==> src/rtl/bcd_pkg.sv <==
// Shared constants, FSM state type and digit helpers for the serial BCD adder/subtractor.
package bcd_pkg;

   localparam int unsigned BCD_W   = 4;
   localparam logic [3:0]  BCD_MAX = 4'd9;

   typedef enum logic [1:0] {
      IDLE = 2'd0,
      RUN  = 2'd1,
      DONE = 2'd2
   } state_e;

   // 9's complement of one decimal digit; only meaningful for digits 0..9
   function automatic logic [3:0] nines_comp(input logic [3:0] digit);
      return BCD_MAX - digit;
   endfunction

endpackage

==> src/rtl/bcd_digit_add.sv <==
// Single corrected decimal digit adder: binary add, then +6 when the binary sum exceeds 9.
module bcd_digit_add
   import bcd_pkg::*;
(
   input  logic [3:0] a,
   input  logic [3:0] b,
   input  logic       cin,
   output logic [3:0] s,
   output logic       cout
);

   logic [4:0] bin;

   // Binary sum with decimal correction; the +6 skips the six unused codes 10..15
   always_comb begin
      bin  = {1'b0, a} + {1'b0, b} + {4'b0000, cin};
      cout = (bin > {1'b0, BCD_MAX});
      s    = cout ? (bin[3:0] + 4'd6) : bin[3:0];
   end

endmodule

==> src/rtl/bcd_serial_addsub.sv <==
// Digit-serial packed-BCD adder/subtractor: one digit per clock, LSD first, through one
// corrected digit adder. Subtraction is A + 9's-complement(B) + 1 (10's complement).
module bcd_serial_addsub
   import bcd_pkg::*;
#(
   parameter int unsigned NDIGITS = 4
) (
   input  logic                 clk,
   input  logic                 rst,
   input  logic                 in_valid,
   output logic                 in_ready,
   input  logic [4*NDIGITS-1:0] in_a,
   input  logic [4*NDIGITS-1:0] in_b,
   input  logic                 in_sub,
   output logic                 out_valid,
   input  logic                 out_ready,
   output logic [4*NDIGITS-1:0] out_sum,
   output logic                 out_cout,
   output logic                 out_err
);

   localparam int unsigned W    = BCD_W * NDIGITS;
   localparam int unsigned IW   = (NDIGITS > 1) ? $clog2(NDIGITS) : 1;
   localparam logic [IW-1:0] LAST = IW'(NDIGITS - 1);

   state_e         state_q, state_d;
   logic [W-1:0]   a_q, a_d;
   logic [W-1:0]   b_q, b_d;
   logic [W-1:0]   sum_q, sum_d;
   logic [IW-1:0]  idx_q, idx_d;
   logic           carry_q, carry_d;
   logic           cout_q, cout_d;
   logic           err_q, err_d;

   logic [3:0]     dig_s;
   logic           dig_c;

   function automatic logic any_bad(input logic [W-1:0] v);
      logic bad;
      bad = 1'b0;
      for (int i = 0; i < int'(NDIGITS); i++) begin
         if (v[i*BCD_W +: BCD_W] > BCD_MAX) bad = 1'b1;
      end
      return bad;
   endfunction

   function automatic logic [W-1:0] nines_all(input logic [W-1:0] v);
      logic [W-1:0] r;
      r = '0;
      for (int i = 0; i < int'(NDIGITS); i++) begin
         r[i*BCD_W +: BCD_W] = nines_comp(v[i*BCD_W +: BCD_W]);
      end
      return r;
   endfunction

   // Operand registers shift right so the current digit is always in the low nibble
   bcd_digit_add u_digit_add (
      .a    (a_q[BCD_W-1:0]),
      .b    (b_q[BCD_W-1:0]),
      .cin  (carry_q),
      .s    (dig_s),
      .cout (dig_c)
   );

   // Next-state logic for the handshake FSM and the digit datapath
   always_comb begin
      state_d = state_q;
      a_d     = a_q;
      b_d     = b_q;
      sum_d   = sum_q;
      idx_d   = idx_q;
      carry_d = carry_q;
      cout_d  = cout_q;
      err_d   = err_q;
      unique case (state_q)
         IDLE: begin
            if (in_valid) begin
               a_d     = in_a;
               b_d     = in_sub ? nines_all(in_b) : in_b;
               carry_d = in_sub;
               err_d   = any_bad(in_a) | any_bad(in_b);
               idx_d   = '0;
               sum_d   = '0;
               cout_d  = 1'b0;
               state_d = RUN;
            end
         end
         RUN: begin
            a_d     = a_q >> BCD_W;
            b_d     = b_q >> BCD_W;
            carry_d = dig_c;
            idx_d   = idx_q + 1'b1;
            // New digit enters at the top; after NDIGITS shifts digit 0 sits at [3:0]
            sum_d   = err_q ? '0 : ((sum_q >> BCD_W) | (W'(dig_s) << (W - BCD_W)));
            if (idx_q == LAST) begin
               idx_d   = '0;
               cout_d  = err_q ? 1'b0 : dig_c;
               state_d = DONE;
            end
         end
         DONE: begin
            if (out_ready) state_d = IDLE;
         end
         default: state_d = IDLE;
      endcase
   end

   // State registers with synchronous reset
   always_ff @(posedge clk) begin
      if (rst) begin
         state_q <= IDLE;
         a_q     <= '0;
         b_q     <= '0;
         sum_q   <= '0;
         idx_q   <= '0;
         carry_q <= 1'b0;
         cout_q  <= 1'b0;
         err_q   <= 1'b0;
      end else begin
         state_q <= state_d;
         a_q     <= a_d;
         b_q     <= b_d;
         sum_q   <= sum_d;
         idx_q   <= idx_d;
         carry_q <= carry_d;
         cout_q  <= cout_d;
         err_q   <= err_d;
      end
   end

   assign in_ready  = (state_q == IDLE);
   assign out_valid = (state_q == DONE);
   assign out_sum   = sum_q;
   assign out_cout  = cout_q;
   assign out_err   = err_q;

endmodule

==> config.mk <==
export PLATFORM = sky130hd
export DESIGN_NAME = bcd_serial_addsub
export DESIGN_NICKNAME = d
export VERILOG_FILES = /design/src/rtl/bcd_pkg.sv /design/src/rtl/bcd_digit_add.sv /design/src/rtl/bcd_serial_addsub.sv
export SDC_FILE = /design/constraint.sdc
export NUM_CORES = 1
export LEC_CHECK = 0
export BUFFER_PORTS_ARGS = -buffer_cell sky130_fd_sc_hd__buf_2
export CORE_MARGIN = 2
export CORE_UTILIZATION = 30
export DETAILED_ROUTE_END_ITERATION = 6
export GPL_TIMING_DRIVEN = 0
export PLACE_DENSITY = 0.6
export SLEW_MARGIN = 20
export SYNTH_ARGS = -nofsm -noshare
export SYNTH_HDL_FRONTEND = slang
export SYNTH_SLANG_ARGS = --single-unit
==> constraint.sdc <==
create_clock -name clk -period 2.25 [get_ports clk]
set_clock_uncertainty 0.1 [all_clocks]
set_input_delay 0.45 -clock clk [delete_from_list [all_inputs] [get_ports clk]]
set_output_delay 0.45 -clock clk [all_outputs]
set_load 0.01 [all_outputs]
Yosys cells after proc, flatten, opt, wreduce, memory -nomap -nowiden
Cells that the tools add are included.
{"block": "classes", "add_sub_neg": 8, "magnitude_cmp": 9, "n_eq_ne": 6, "n_mux": 34, "bitwise": 2, "reduce_logical": 6}
{"op": "$pmux 16 s2", "count": 3}
{"op": "$mux 16", "count": 5}
{"op": "$gt 4x4->1 const B", "count": 8}
{"op": "$mux 1", "count": 16}
{"op": "$or 12x16->16", "count": 1}
{"op": "$sub 4x4->4 const A", "count": 4}
{"op": "$mux 2", "count": 5}
{"op": "$pmux 2 s3", "count": 1}
{"op": "$reduce_and 3->1", "count": 2}
{"op": "$add 4x4->5", "count": 1}
{"op": "$add 5x1->5", "count": 1}
{"op": "$gt 5x4->1 const B", "count": 1}
{"op": "$add 4x3->4 const B", "count": 1}
{"op": "$eq 2x2->1 const B", "count": 2}
{"op": "$mux 4", "count": 1}
{"op": "$ne 2x2->1 const B", "count": 2}
{"op": "$pmux 1 s2", "count": 2}
{"op": "$pmux 2 s2", "count": 1}
{"op": "$reduce_and 2->1", "count": 2}
{"op": "$add 2x1->2 const B", "count": 1}
{"op": "$eq 2x1->1 const B", "count": 1}
{"op": "$logic_not 2->1", "count": 1}
{"op": "$ne 2x1->1 const B", "count": 1}
{"op": "$reduce_bool 2->1", "count": 1}
{"op": "$or 1x1->1", "count": 1}
{"block": "totals", "ff_bits": 55, "inputBits": 37, "output_inout_bits": 20, "word_cells": 73}

Logic depth before layout (Yosys ltp)
Gate-level depths: netlist of the first run.
{"block": "depth", "depth_word": 8, "ltp_mapped": 8, "depth_no_buf": 8}

Modules after synthesis
Synthesis of the first run repeated with hierarchy kept, for this count alone.
{"block": "unflattened", "cells_unflattened": 331, "area_unflattened_um2": 2763.9}
{"module": "bcd_serial_addsub", "instances": 1, "cells_each": 309, "area_per_inst_um2": 2552.4, "seq_area_each_um2": 1101.1}
{"module": "bcd_digit_add", "instances": 1, "cells_each": 22, "area_per_inst_um2": 211.5, "seq_area_each_um2": 0.0}

Least setup slack after synthesis of the first run
Ideal clock, no wire load.
{"block": "synth_path", "path_kind": "reg2reg", "from": "register a_q[0]", "to": "register sum_q[13], in the netlist out_sum[13]", "setup_ps": 119, "arrival_ps": 2227, "t_required_ps": 2031, "slack_ps": -195, "stages_incl_launch_ff": 9, "path_buffers": 0, "period_less_slack_ps": 2445, "cell_sequence": "dfxtp_1 > fa_1 > fa_1 > clkinv_1 > ha_1 > nor2b_1 > o41a_1 > xnor2_1 > o21ai_1"}
{"block": "synth_between", "elab_chain_len": 7, "word_cells_on_any_way": 8, "classes_between": "add/sub (3); order compare (1); mux (3); bitwise (1)"}
{"element": "from (decl)", "line": "bcd_serial_addsub.sv:27", "text": "logic [W-1:0] a_q, a_d;"}
{"element": "from (signal assigned)", "line": "bcd_serial_addsub.sv:112", "text": "a_q <= '0;"}
{"element": "from (signal assigned)", "line": "bcd_serial_addsub.sv:121", "text": "a_q <= a_d;"}
{"element": "$add 4x4->5 *", "line": "bcd_digit_add.sv:16", "text": "bin = {1'b0, a} + {1'b0, b} + {4'b0000, cin};"}
{"element": "$add 5x1->5 *", "line": "bcd_digit_add.sv:16"}
{"element": "$add 4x3->4 / $gt 5x4->1 (equally long branches)", "line": "bcd_digit_add.sv:18, bcd_digit_add.sv:17"}
{"element": "$mux 4 *", "line": "bcd_digit_add.sv:18", "text": "s = cout ? (bin[3:0] + 4'd6) : bin[3:0];"}
{"element": "$or 12x16->16 *", "line": "bcd_serial_addsub.sv:94", "text": "sum_d = err_q ? '0 : ((sum_q >> BCD_W) | (W'(dig_s) << (W - BCD_W)));"}
{"element": "$mux 16 *", "line": "bcd_serial_addsub.sv:94"}
{"element": "$pmux 16 s2 *", "line": "bcd_serial_addsub.sv:75", "text": "unique case (state_q)"}
{"element": "to (signal assigned)", "line": "bcd_serial_addsub.sv:123", "text": "sum_q <= sum_d;"}
{"element": "to (decl)", "line": "bcd_serial_addsub.sv:29", "text": "logic [W-1:0] sum_q, sum_d;"}
Mark *: on every way between the ends. The rest lies on a longest branch, timed or not.
A chain may end at the register's enable or synchronous reset.

Final worst setup path of the first run
Same ends and word-level chain as after synthesis.

==> flow_results.org, run 1 <==
** Run status
- The run finished, with violations left.
- Failing checks :: negative setup slack

** Floorplanning
- 57 I/O pins were placed.
- The floorplan step set the die width to 96.72 um.
- The floorplan has 33 rows.
- The die covers about 9400 um2.
- The die is 96.72 um tall.
- The initial utilization of the core area, before any placement, comes to 31.23%.
- The floorplan step defined a core boundary enclosing ~8300 um2.

** Synthesis
- Number of enable flip-flop cells after synthesis :: 0
- Share of the yosys chip area belonging to registers :: between 40% and 50%
- Primary flip-flop cell chosen by synthesis mapping :: dfxtp_1
- Synthesis instantiated 38 different standard cells from the library.
- Post-synth top area share :: 42.70%
- After technology mapping, the gate count stands at 317.
- Number of flip-flops and latches in the synthesized netlist :: 55
- The mapped netlist covers 2579 um2.
- The number of nets handed over by synthesis was 365.
- Count of yosys warnings during synthesis :: 0
- Dividing the synthesized area by the synthesized cell count gives 8.135 um2.
- The synthesized design spends more area on one cell type than any other, namely dfxtp_1.
- Ranking of synthesized cells by area :: dfxtp_1 43%, nor2_1 7.3%, nand2_1 7.1%, a311oi_1 5.1%, ha_1 4.4%
- Share of flip-flops with an asynchronous set or reset :: 0%

** Global routing
- The number of antenna violations at the first check in global routing was 0.
- Across every metal layer, demand over resource in global routing totals 14.63%.
- The total overflow left after global routing is 0.
- The first global-routing pass estimated 11,230 um of wire.
- Vias in the first global route :: ~2.3k
- Maximum number of pins on one net before global-route repair :: 20

** Detailed routing
- Number of routed nets with antenna violations :: 0
- For this run, the detailed router's first-pass iteration total came to 4.
- In this run, the number of DRC markers left after iteration 0 of detailed routing was ~160.
- The routed layout has between 2k and 2.5k vias.
- Mean routed wirelength per cell :: 13.85 um
- Post-Route WL :: just under 7000 um
- Vias per Instance :: approximately 5.0
- Drc violations :: 0

** Setup path
- Arrival time reported for the critical path endpoint :: 2.59 ns
- Startpoint of the most critical register-to-register path :: a_q[0]
- Number of cells traversed by the worst register-to-register path :: 8
- Setup slack on the worst reg-to-reg path comes out at -0.21 ns.
- The worst setup path is of the reg2reg kind.
- Terminus of the critical flop-to-flop path :: out_sum[13]
- The worst setup path is launched from a register.
- Of all nets on the critical path, the largest fanout is 3.
- Worst Setup End Kind :: register
- At the worst endpoint, the required time is 2.37 ns.

** STA
- On the final layout, the worst hold slack is 0.2711 ns.
- Final hold viol count :: 0
- Maximum clock frequency :: about 410 MHz
- Unrepaired setup endpoints after global routing :: true
- At the pin with the least slew margin, the transition time is 0.5395 ns.
- Remaining max-slew budget at the tightest pin :: 64.04%
- Setup violations remaining at the end of the flow were counted as 4.
- Aggregate negative setup slack :: -0.6837 ns
- For the finished layout, the period the worst path requires is 2.465 ns.
- Pins Over Slew Limit :: 0
- In the finished design, the share of the clock period the worst path needs comes to 109.5%.
- In the post-route analysis, the smallest setup slack over all paths is -0.2147 ns.

** Placed design
- Once detailed placement completed, the half-perimeter wirelength came to 5126 um.
- Port-buffer cells :: 55
- At the end of routability-driven placement, the weighted congestion stood at 0.8235.
- Post-DP Area :: ~3000 um2

** Power and ir drop
- Leakage power total :: 1.351 nW
- PD cells :: 683.1 nW/um2
- VDD sags by at most roughly 0.00027 V.
- Total power after layout :: around 2.2 mW

** Hold path
- In this run the most critical hold path is launched from in_a[12].
- End point of the most critical hold path :: a_q[12]
- The path class of the tightest hold or removal check is in2reg.
- WHS Path Cells :: 3

** CTS
- The clock tree synthesis step divided the H-tree into 2 levels.
- Clock tree synthesis selected as its root buffer the cell clkbuf_8.
- For this design, the sink count on the clock tree is 55.
- Clock-pin slew reported for the worst setup and hold paths after clock tree synthesis :: 0.11 ns
- CTS Buf Count :: 5
- Clock latency on the worst-skew pair :: 0.32 ns
- Buffers inserted to repair hold after CTS numbered 0.
- CTS tree :: built
- Counting along the longest clock path gives a buffer depth of 2.

** Run
- Maximum capacitance violations :: 0

** Finish
- Fillers :: between 800 and 900
- Layout Nets :: 429
- Area grow syn2layout :: 22.08%
- The number of antenna diodes in the final layout is 0.
- Cell area after layout :: around 3100 um2
- The post-route netlist has 20.94% of its cells at a drive strength greater than 1.
==> state kept, by name, summed over array words and instances (netlist names) <==
register,count
out_cout,1
a_q,16
state_q,2
carry_q,1
out_err,1
idx_q,2
out_sum,16
b_q,16
==> through the flow <==
stage	setup WS, ns	instances	utilization [%]
final	-0.2147	487	38.12
after floorplan	-0.1013	317	-
after global placement	-0.2594	477	36.53
after global routing	-0.2863	487	38.12
after CTS	-0.2023	486	37.97
after detailed placement	-0.2747	477	36.53
==> layout by cell type (no fill, tap or decap), drive strengths merged, types with 9 or more instances in the layout <==
master	n
a21oi	20
buf	62
nand3	9
nand2	49
dfxtp	55
inv	11
clkbuf	22
ha	9
nor2	51
o21ai	12
a22oi	14
a311oi	15
==> kinds of logic after synthesis <==
family	count (synthesis)	share of synthesized area, %
AOI/OAI and AO/OA	74	19.85
xor gates and xnor gates	10	3.396
adders and majority gates	11	5.920
buffers and inverters	32	4.803
DFF	55	42.70
muxes	4	1.553
and+or+nand+nor	131	21.79
==> cells in the mapped netlist (3+ instances only) <==
library cell,number
ha_1,9
mux2i_1,4
dfxtp_1,55
buf_2,3
o21ai_1,3
xor2_1,4
clkbuf_1,17
nand2b_1,3
a222oi_1,4
nand3_1,9
nor3_1,3
xnor2_1,6
a22oi_1,14
nor2_1,50
a21oi_1,20
a311oi_1,15
nor4_1,3
inv_1,9
nand2_1,49
nor2b_1,4
o21ai_0,9
==> timing repair <==
item,CTS,global route
buffers inserted,1,1
pin swaps,0,0
resized for setup,3,1
setup endpoints to repair,4,5
endpoints found under the hold margin,0,0
==> cell type report <==
cell class	count	area, um2	share of cell area, %
sequential	55	1104	35.06
clock inverter	3	26.28	0.8347
inverter	10	42.54	1.351
buffer	22	86.33	2.742
tap	105	131.4	4.173
multi-input combinational	230	1399	44.44
timing repair buffer	57	290.3	9.221
clock buffer	5	68.82	2.186
==> critical path, cell delays in order, from the launching register on <==
cell	delay (ns)
dfxtp_2	0.35
fa_2	0.41
fa_2	0.57
clkinv_4	0.07
ha_4	0.15
nor2b_4	0.12
o41a_1	0.37
xnor2_1	0.17
o21ai_1	0.07
==> per-layer routing <==
layer	share of wire, %	GRT usage, %	vias up
li1	-	-	1237
met1	45	18.53	1129
met2	49	25.91	51
met3	4.3	2.384	5
met4	1.0	3.575	0
met5	0	0	-
==> report_power, final <==
part	internal, mW	switching [mW]	total (mW)
sequential	1.04	0.0415	1.08
clock	0.230	0.352	0.582
combinational	0.210	0.279	0.489
total	1.48	0.672	2.15
==> how the worst max path moves through the flow <==
stage,from,to,slack (ns),depth (start not counted)
after global routing,b_q[0],out_sum[13],-0.29,8
after CTS,a_q[0],out_sum[13],-0.20,8
final,a_q[0],out_sum[13],-0.21,8
after detailed placement,a_q[0],out_sum[14],-0.27,8
after global placement,a_q[0],out_sum[14],-0.26,8
after floorplan,a_q[0],out_sum[13],-0.10,8
(Power assumes the default switching activity.)
==> run 2, diff against run 1 <==
Settings changed: CORE_UTILIZATION 30 to 48, PLACE_DENSITY 0.6 to 0.75.
==> run 2 against run 1 <==
Net effect: the run still ends with negative setup slack left; clock power down 0.7%; fmax shrank 1.1%; global-route usage is 7.4 points higher; highest routed layer unchanged; design area fell by 1.0%; sequential share of layout area up 0.37 points; routed wire length shrank 6.7%; sequential cell count stayed put; largest power group unchanged; critical path depth shrank 1; cell count is 6.8% lower; die area shrank 36%; first-iteration DRC count shrank 25%.
==> flow_results.org, run 2 (synthesis results as in run 1) <==
** Run status
- Run status :: finished, violations left
- Failing checks :: negative setup slack

** CTS
- The number of H-tree branching levels came to 2 (unchanged).
- Clock-pin slew reported for the worst setup and hold paths after clock tree synthesis :: 0.11 ns (about the same)
- CTS Buf Count :: 5 (unchanged)
- Number of buffers on the longest clock path :: 2 (unchanged)
- Number of sinks driven by the clock tree :: 55 (unchanged)
- The clock network latency to the later pin of the worst-skew pair came to 0.31 ns (about the same).
- The root buffer cell chosen for the clock tree is clkbuf_8.
- TritonCTS built the clock tree.

** Global routing
- Remaining Overflow, GRT :: 0 (unchanged)
- First-pass GRT wire length :: 10,680 um (-4.9%)
- Maximum number of pins on one net before global-route repair :: 20 (unchanged)
- Vias in the first global route :: 2,312 (+2.2%)
- All-layer global routing usage :: 22.01% (+7.4 points)
- Initial antenna violation count :: 0 (unchanged)

** STA
- Portion of the clock cycle consumed by the worst path in the final layout :: 110.8% (+1.3 points)
- Pins Over Slew Limit :: 0 (unchanged)
- Slew at the pin closest to its max-slew limit :: 0.5005 ns (-0.03900 ns)
- Remaining max-slew budget at the tightest pin :: 66.64% (+2.6 points)
- Crit path setup slack, layout :: -0.2431 ns (-0.02842 ns)
- Maximum clock frequency :: 401.1 MHz (-1.1%)
- Final hold viol count :: 0 (unchanged)
- The final setup violation count came to 5 (+1).
- Setup repair after global routing could not meet its margin everywhere.
- The clock period minus final worst setup slack is 2.493 ns (+0.02842 ns).

** Detailed routing
- Drc violations :: 0 (unchanged)
- Mean routed wirelength per cell :: 13.86 um (+0.11%)
- Vias per Instance :: 5.405 (+8.7%)
- Detailed-router iteration count before antenna repair :: 4 (unchanged)
- The total number of vias is 2,454 (+1.3%).
- Detailed Route Iter0 Violations :: 119 (-25%)
- The post-detailed-route count of antenna-violating nets was 0 (unchanged).
- The wire length reported by the detailed router came to 6294 um (-6.7%).

** Power and ir drop
- The peak supply drop was 0.0004402 V (+62%).
- The part of the total power dissipated in the clock network is 26.8% (-0.3 points).
- The total net switching power came to 666.0 uW (-0.91%).
- The combinational share of power was 23.0% (+0.3 points).
- Part of the power in registers :: 50.1% (about the same)
- Leakage power total :: 1.357 nW (+0.42%)
- The total power per unit cell area came to 691.5 nW/um2 (+1.2%).
- Cell-internal power :: 1.488 mW (+0.69%)
- Net Sw Frac :: 30.91% (-0.34 points)
- The post-layout total power is 2.154 mW (+0.19%).

** Floorplanning
- Starting Density :: 50.17% (+19 points)
- The die span in x came to 77.30 um (-20%).
- I/O pin count :: 57 (unchanged)
- Number of core rows :: 26 (-21%)
- The die height is 77.30 um (-20%).
- The overall die area is 5975 um2 (-36%).
- Area inside the core boundary :: 5140 um2 (-38%)

** Finish
- Utilization after layout :: 60.61% (+22 points)
- Layout Nets :: 431 (+0.47%)
- The fraction of layout cells with a size suffix above 1 was 21.09% (+0.15 points).
- Highest-count cells in the layout ignoring fill and taps :: 58 x buf_2, 53 x dfxtp_1, 50 x nor2_1, 49 x nand2_1, 20 x a21oi_1
- Most common library cell in the layout ignoring fill and taps :: buf_2
- From synthesis to final layout, the design area changed by 20.82%.
- The number of filler instances in the final layout came to 501 (-44%).
- The diode insertion count for antenna repair came to 0 (unchanged).

** Hold path
- Path type of the worst min-delay path :: in2reg

** Placed design
- Port-buffer cells :: 55 (unchanged)
- Half-perimeter wire length after detailed placement :: 4753 um (-7.3%)
- Routability congestion estimate from global placement :: 0.8393 (+1.9%)

** Setup path
- Critical path class :: reg2reg
- The largest driver fanout on the critical path was 3 (unchanged).
- Worst Setup End Kind :: register
- The worst path required time was 2.38 ns (about the same).
- STA classifies the critical path startpoint as a register.
- The arrival time reported for the critical path endpoint came to 2.62 ns (+0.03 ns).

** Run
- The total of max-cap violations is 0 (unchanged).
-- run 2: cell types whose count changed in the layout (fill, tap and decap cells not counted) --
cell | previous run | this run
inv_8 | 0 | 1
clkinvlp_4 | 0 | 1
inv_6 | 2 | 1
clkinv_4 | 2 | 1
buf_4 | 2 | 4
o31ai_1 | 0 | 1
o31ai_2 | 1 | 0
-- run 2: power groups by stage --
stage / Combinational (mW) / Clock, mW / Sequential (mW)
6_report: 0.496 / 0.578 / 1.08
5_1_grt: 0.557 / 0.624 / 1.09
4_1_cts: 0.484 / 0.589 / 1.08
3_5_place_dp: 0.459 / 0 / 1.10
3_3_place_gp: 0.448 / 0 / 1.10
2_1_floorplan: 0.325 / 0 / 1.10
-- run 2: stage by stage --
step           area, um2  cells  setup WS (ns)  setup TNS (ns)  hold slack (ns)
2_1_floorplan       2610    317        -0.1013         -0.2316           0.3439
6_report            3115    454        -0.2431         -0.7323           0.2744
3_3_place_gp        2973    442        -0.2614         -0.8232           0.3544
3_5_place_dp        2973    442        -0.2255         -0.7769           0.3579
4_1_cts             3100    452        -0.2044         -0.6616           0.2680
5_1_grt             3115    454        -0.3135          -1.064           0.2914
-- run 2: area by class of cell --
class	instances	area, um2	share of cell area (%)
Tap cell	70	87.58	2.811
Clock buffer	5	68.82	2.209
Buffer	22	86.33	2.771
Timing Repair Buffer	59	305.3	9.799
Clock inverter	3	27.53	0.8835
Multi-Input combinational cell	230	1394	44.74
Sequential cell	55	1104	35.42
Inverter	10	42.54	1.365
-- run 2: worst max-delay path, cell delays in order, from the launching register on --
cell and delay (ns):
dfxtp_2 0.34, fa_2 0.41, fa_2 0.57, clkinv_4 0.07, ha_4 0.15, nor2b_4 0.12
o41a_1 0.37, o311ai_1 0.28
-- run 2: metal layers --
layer	GRT usage (%)	part of all wire (%)	vias to the layer above
met2	38.00	49	55
met1	28.41	45	1152
li1	-	-	1241
met4	5.000	0.91	0
met3	4.235	4.7	6
met5	0	0	-
-- run 2: path summary, 6_finish.rpt --
path / startpoint / endpoint / slack (ns) / depth (start not counted)
max: a_q[0] / out_sum[14] / -0.24 / 7
min: in_a[12] / a_q[12] / 0.27 / 3
max reg2reg: a_q[0] / out_sum[14] / -0.24 / 7
min reg2reg: b_q[15] / b_q[15] / 0.37 / 2
-- run 2: what timing repair did --
action	in CTS	in global routing
buffers inserted	2	2
pin swaps	0	1
hold buffers	0	0
cloned	0	0
setup endpoints to repair	4	5
gates resized for setup	3	0
